**config.mk**
```make
export PLATFORM = sky130hd
export DESIGN_NAME = vjtag_reg_bank
export DESIGN_NICKNAME = d
export VERILOG_FILES = /design/src/rtl/vjtag_reg_bank.sv
export SDC_FILE = /design/constraint.sdc
export NUM_CORES = 1
export LEC_CHECK = 0
export ABC_AREA = 1
export CAP_MARGIN = 20
export CORE_ASPECT_RATIO = 0.8
export CORE_MARGIN = 4
export CORE_UTILIZATION = 41
export CTS_BUF_LIST = sky130_fd_sc_hd__clkbuf_4 sky130_fd_sc_hd__clkbuf_8 sky130_fd_sc_hd__clkbuf_16
export DETAILED_ROUTE_END_ITERATION = 12
export PLACE_DENSITY_LB_ADDON = 0.05
export SLEW_MARGIN = 0
export SYNTH_ARGS = -nofsm -noshare
export SYNTH_HDL_FRONTEND = slang
export SYNTH_SLANG_ARGS = --single-unit
```
**constraint.sdc**
```tcl
create_clock -name tck -period 1.21 [get_ports tck]
set_input_delay 0.242 -clock tck [delete_from_list [all_inputs] [get_ports tck]]
set_output_delay 0.242 -clock tck [all_outputs]
set_load 0.01 [all_outputs]
```
**src/rtl/vjtag_reg_bank.sv**
```systemverilog
// ---------------------------------------------------------------------------
// vjtag_reg_bank
//
// Data-register engine for a virtual-JTAG instance. Everything runs on tck.
// The virtual IR selects one of NUM_REGS data registers, or the 1-bit BYPASS
// register for any other code. A selected register is loaded from rd_data on
// Capture-DR, shifted LSB first on Shift-DR, and written back with a single
// wr_stb pulse on Update-DR, but only when exactly DR_WIDTH bits were shifted.
// A wrong-length shift sets the sticky shift_err flag instead. shift_err is
// reported through ir_out on Capture-IR and cleared there.
//
// Ports
//   tck                 vJTAG clock, rising edge
//   reset_n             synchronous active-low reset
//   tdi / tdo           serial data in / out (tdo is combinational)
//   ir_in / ir_out      virtual IR value in / status word out
//   virtual_state_*     one-hot TAP state indications from the vJTAG primitive
//   rd_data             parallel capture words, register k at [k*DR_WIDTH +: DR_WIDTH]
//   wr_data / wr_addr   shifted-in word and register index, valid with wr_stb
//   wr_stb              one-tck write strobe
//   shift_err           sticky: last Update-DR was discarded
// ---------------------------------------------------------------------------
module vjtag_reg_bank #(
    parameter int IR_WIDTH = 2,
    parameter int DR_WIDTH = 32,
    parameter int NUM_REGS = 3
) (
    input  logic                         tck,
    input  logic                         reset_n,
    input  logic                         tdi,
    output logic                         tdo,
    input  logic [IR_WIDTH-1:0]          ir_in,
    output logic [IR_WIDTH-1:0]          ir_out,
    input  logic                         virtual_state_cdr,
    input  logic                         virtual_state_sdr,
    input  logic                         virtual_state_e1dr,
    input  logic                         virtual_state_pdr,
    input  logic                         virtual_state_e2dr,
    input  logic                         virtual_state_udr,
    input  logic                         virtual_state_cir,
    input  logic                         virtual_state_uir,
    input  logic [NUM_REGS*DR_WIDTH-1:0] rd_data,
    output logic [DR_WIDTH-1:0]          wr_data,
    output logic [IR_WIDTH-1:0]          wr_addr,
    output logic                         wr_stb,
    output logic                         shift_err
);

    // Counter must hold DR_WIDTH+1 so that "one too many" is distinguishable
    // from "exact" and the counter never wraps back to a valid length.
    localparam int                   CNT_W        = $clog2(DR_WIDTH + 2);
    localparam logic [CNT_W-1:0]     CNT_FULL     = CNT_W'(DR_WIDTH);
    localparam logic [CNT_W-1:0]     CNT_SAT      = CNT_W'(DR_WIDTH + 1);
    localparam logic [IR_WIDTH-1:0]  INSTR_BYPASS = '1;
    localparam logic [IR_WIDTH-1:0]  NUM_REGS_IR  = IR_WIDTH'(NUM_REGS);

    logic [IR_WIDTH-1:0] instr_q,     instr_d;
    logic [DR_WIDTH-1:0] shift_reg_q, shift_reg_d;
    logic                bypass_q,    bypass_d;
    logic [CNT_W-1:0]    shift_cnt_q, shift_cnt_d;
    logic [DR_WIDTH-1:0] wr_data_q,   wr_data_d;
    logic [IR_WIDTH-1:0] wr_addr_q,   wr_addr_d;
    logic                wr_stb_q,    wr_stb_d;
    logic                shift_err_q, shift_err_d;
    logic [IR_WIDTH-1:0] ir_out_q,    ir_out_d;

    logic                sel_valid;
    logic [DR_WIDTH-1:0] cap_word;

    // Exit1/Pause/Exit2 only require every register to hold, which the
    // defaults below already give; these inputs carry no extra information.
    logic unused_hold_states;
    assign unused_hold_states = virtual_state_e1dr ^ virtual_state_pdr ^ virtual_state_e2dr;

    assign sel_valid = (instr_q < NUM_REGS_IR);

    // Capture mux: codes outside 0..NUM_REGS-1 leave cap_word at zero, but it
    // is only consumed when sel_valid is set.
    always_comb begin
        cap_word = '0;
        for (int k = 0; k < NUM_REGS; k++) begin
            if (instr_q == IR_WIDTH'(k)) begin
                cap_word = rd_data[k*DR_WIDTH +: DR_WIDTH];
            end
        end
    end

    always_comb begin
        instr_d     = instr_q;
        shift_reg_d = shift_reg_q;
        bypass_d    = bypass_q;
        shift_cnt_d = shift_cnt_q;
        wr_data_d   = wr_data_q;
        wr_addr_d   = wr_addr_q;
        wr_stb_d    = 1'b0;
        shift_err_d = shift_err_q;
        ir_out_d    = ir_out_q;

        // Capture-IR is independent of the DR path. It is evaluated first so
        // that a simultaneous Update-DR error below overrides the clear.
        if (virtual_state_cir) begin
            ir_out_d    = '0;
            ir_out_d[0] = shift_err_q;
            shift_err_d = 1'b0;
        end

        if (virtual_state_uir) begin
            instr_d = ir_in;
        end else if (virtual_state_cdr) begin
            shift_cnt_d = '0;
            if (sel_valid) begin
                shift_reg_d = cap_word;
            end else begin
                bypass_d = 1'b0;
            end
        end else if (virtual_state_sdr) begin
            if (sel_valid) begin
                shift_reg_d = {tdi, shift_reg_q[DR_WIDTH-1:1]};
            end else begin
                bypass_d = tdi;
            end
            if (shift_cnt_q != CNT_SAT) begin
                shift_cnt_d = shift_cnt_q + CNT_W'(1);
            end
        end else if (virtual_state_udr && sel_valid) begin
            if (shift_cnt_q == CNT_FULL) begin
                wr_stb_d  = 1'b1;
                wr_data_d = shift_reg_q;
                wr_addr_d = instr_q;
            end else begin
                shift_err_d = 1'b1;
            end
        end
    end

    always_ff @(posedge tck) begin
        if (!reset_n) begin
            instr_q     <= INSTR_BYPASS;
            shift_reg_q <= '0;
            bypass_q    <= 1'b0;
            shift_cnt_q <= '0;
            wr_data_q   <= '0;
            wr_addr_q   <= '0;
            wr_stb_q    <= 1'b0;
            shift_err_q <= 1'b0;
            ir_out_q    <= '0;
        end else begin
            instr_q     <= instr_d;
            shift_reg_q <= shift_reg_d;
            bypass_q    <= bypass_d;
            shift_cnt_q <= shift_cnt_d;
            wr_data_q   <= wr_data_d;
            wr_addr_q   <= wr_addr_d;
            wr_stb_q    <= wr_stb_d;
            shift_err_q <= shift_err_d;
            ir_out_q    <= ir_out_d;
        end
    end

    // tdo is taken straight from the register so the first captured bit
    // appears in the first Shift-DR cycle with no pipeline delay.
    assign tdo       = sel_valid ? shift_reg_q[0] : bypass_q;
    assign ir_out    = ir_out_q;
    assign wr_data   = wr_data_q;
    assign wr_addr   = wr_addr_q;
    assign wr_stb    = wr_stb_q;
    assign shift_err = shift_err_q;

endmodule

```
==> results.md <==
- Worst setup path start: shift_cnt_q[5]
- Max Cap Viol: 0
- P_int: 4900 µW
- Most frequent cells in the layout: clkdlybuf4s50_1 (103), nand3_1 (83), nand2_1 (71)
- Total global-route track usage: 25.9%
- Setup violations, final: 74
- # rows: 32
- Clk sinks: 78
- Core Region: 9770 µm²
- Count of cell types in the netlist: 25
- Sw Pwr: 1850 µW
- DR iter-0 viols: 373
- Drt via density: 5.47
- Vias: 5079
- # diodes: 0
- Vias in the first global route: 4863
- CP arrival: 1670 ps
- Most common cell after layout, fill and taps aside: clkdlybuf4s50_1
- Total clock buffers created by CTS: 9
- CTS Root Cell: clkbuf_16
- CP Capture Point: wr_data[17]
- Die width: 121 µm
- Syn Nets: 722
- Part of the Yosys area used for sequential elements: 37.5%
- Syn avg cell area: 6.82 µm²
- Fin area: 7390 µm²
- Pwr/cell area: 913 nW/µm²
- Share of cells above drive strength 1: 43.9%
- Slack of the worst reg-to-reg path: -220 ps
- Crit path required time: 1440 ps
- Number of port buffers: 143
- Final hold slack: 455 ps
- Synth warn: 0
- Final period util: 119%
- Initial Util: 42.6%
- Final Hold Viols: 0
- H-tree depth: 3
- Part of the power in registers: 40.7%
- Mapped Area: 4160 µm²
- Worst setup EP type: flip-flop
- R2R depth: 9
- Worst flop-to-flop path startpoint: shift_cnt_q[5]
- ANT nets after route: 0
- Post-CTS Hold Fix Bufs: 0
- Pin count of the biggest net entering global routing: 48
- Failing checks: setup timing
- Worst hold path class: flip-flop to flip-flop
- Clk buf depth: 2
- Slew Limit Fails: 0
- Die Y-Extent: 98.1 µm
- VDD IR max: 0.685 mV
- Worst setup margin: -224 ps
- Gp weighted congestion: 0.811
- Setup TNS: -10970 ps
- Crit Path Class: flip-flop to flip-flop
- Total wire length: 16.3 mm
- DPL Wire Length: 9.95 mm
- CP Launch Type: flip-flop
- DIE AREA: 11800 µm²
- Leakage: 0.00294 µW
- Fin cells: 929
- Final Util: 75.7%
- Layout Skew: 11.6 ps
- Synth Register Bits: 78
- RSZ-0062 raised after global routing: true
- Worst-skew pair later-pin latency: 340 ps
- Worst flop-to-flop path endpoint: wr_data[17]
- Clock transition at the registers of the reported paths: 70 ps
- Nets: 900
- Minimum clock period after layout: 1430 ps
- Global-route wire length before repair: 24.5 mm
- Overflow after GRT: 0
- Drt wl/cell: 17.5 µm
- Worst Min Path Start: wr_data[28]
- CTS tree: done
- Pre-antenna DRT Iters: 7
- Synth Instances: 610
- Ports: 148
- Initial antenna violation count: 0
- Clock power frac: 38.9%
- Comb power frac: 20.4%
- Sw frac: 27.4%
- Crit-path max FO: 7
- Detailed-route DRC error count: 0
- Placed cell area: 5960 µm²
- Status: complete, but fails checks
- Area delta synth->final: 77.6%
- Fmax: 697 MHz
- Placed Cells: 891
[per-layer routing]
metal	track usage (%)	wire length, µm	up-vias
li1	-	-	2398
met1	32.6	6560	2413
met2	43.6	8150	234
met3	6.25	1270	34
met4	8.19	274	0
met5	0	0	-
[worst min-delay path by stage]
stage | end | slack, ps | depth (start not counted)
CTS | shift_cnt_q[2] | 460 | 5
detailed placement | wr_data[13] | 450 | 2
floorplan | instr_q[0] | 340 | 1
global placement | wr_data[22] | 440 | 2
finish | wr_data[28] | 450 | 2
global route | wr_data[0] | 470 | 2
[power by group through the flow]
stage	Clock, µW	Combinational, µW	Sequential, µW
after floorplan	0	554	2760
after global placement	0	1130	2780
after detailed placement	0	1150	2790
after CTS	2640	1250	2730
after global routing	2760	1490	2750
final	2620	1380	2740
[per-stage QoR]
step                total power, µW  worst slack [ps]
detailed placement             3930              -462
CTS                            6630              -195
global placement               3910              -445
floorplan                      3320             -34.0
finish                         6750              -224
global route                   7000              -270
[critical path, stage by stage, from the launching register on]
cell and delay [ps]:
dfxtp_2 330, inv_2 50, nor2_4 130, inv_2 80, nor2_4 200, nand2_4 100, buf_12 150, buf_12 150
nand2_1 80, a21oi_2 50
[cells in the mapped netlist]
cell type / n / area (µm²)
nand2_2: 2 / 12.5
conb_1: 1 / 3.75
o21ai_1: 20 / 100
nor3_1: 1 / 5.00
nand2_4: 2 / 22.5
buf_4: 1 / 7.51
nor2_8: 2 / 40.0
buf_2: 17 / 85.1
or2_2: 31 / 194
buf_6: 10 / 113
buf_1: 6 / 22.5
ha_1: 3 / 37.5
nand3_1: 106 / 531
nor2_2: 3 / 18.8
a21oi_1: 73 / 365
nand2_1: 148 / 556
clkbuf_1: 11 / 41.3
clkbuf_2: 3 / 15.0
nor2_1: 18 / 67.6
nor2_4: 2 / 22.5
inv_1: 20 / 75.1
nand3b_1: 1 / 7.51
o21ai_0: 49 / 245
nand4_1: 2 / 12.5
dfxtp_1: 78 / 1560
[cell type report]
type | count | area (µm²)
clock buffer | 11 | 253
multi-input combinational | 464 | 3030
timing repair buffer | 215 | 2220
fill | 732 | 2380
tap | 136 | 170
clock inverter | 5 | 41.3
sequential | 78 | 1600
inverter | 20 | 82.6
[timing repair]
item | CTS | global route
gates resized for setup | 232 | 170
pin swaps | 22 | 64
cloned | 7 | 1
buffers inserted | 14 | 7
endpoints found under the setup margin | 112 | 100
[logic make-up after synthesis]
family / share of synthesized area (%)
compound gates: 17.1
fa+ha+maj: 0.902
buf+inv: 8.63
flops: 37.5
other cells: 0.0901
simple gates: 35.8
[sequential cells by signal, summed over array words and instances, names as in the netlist]
name / cells
wr_data: 32
shift_err: 1
bypass_q: 1
instr_q: 2
ir_out: 1
wr_stb: 1
shift_cnt_q: 6
shift_reg_q: 32
wr_addr: 2
Power figures use the tool's default switching activity.
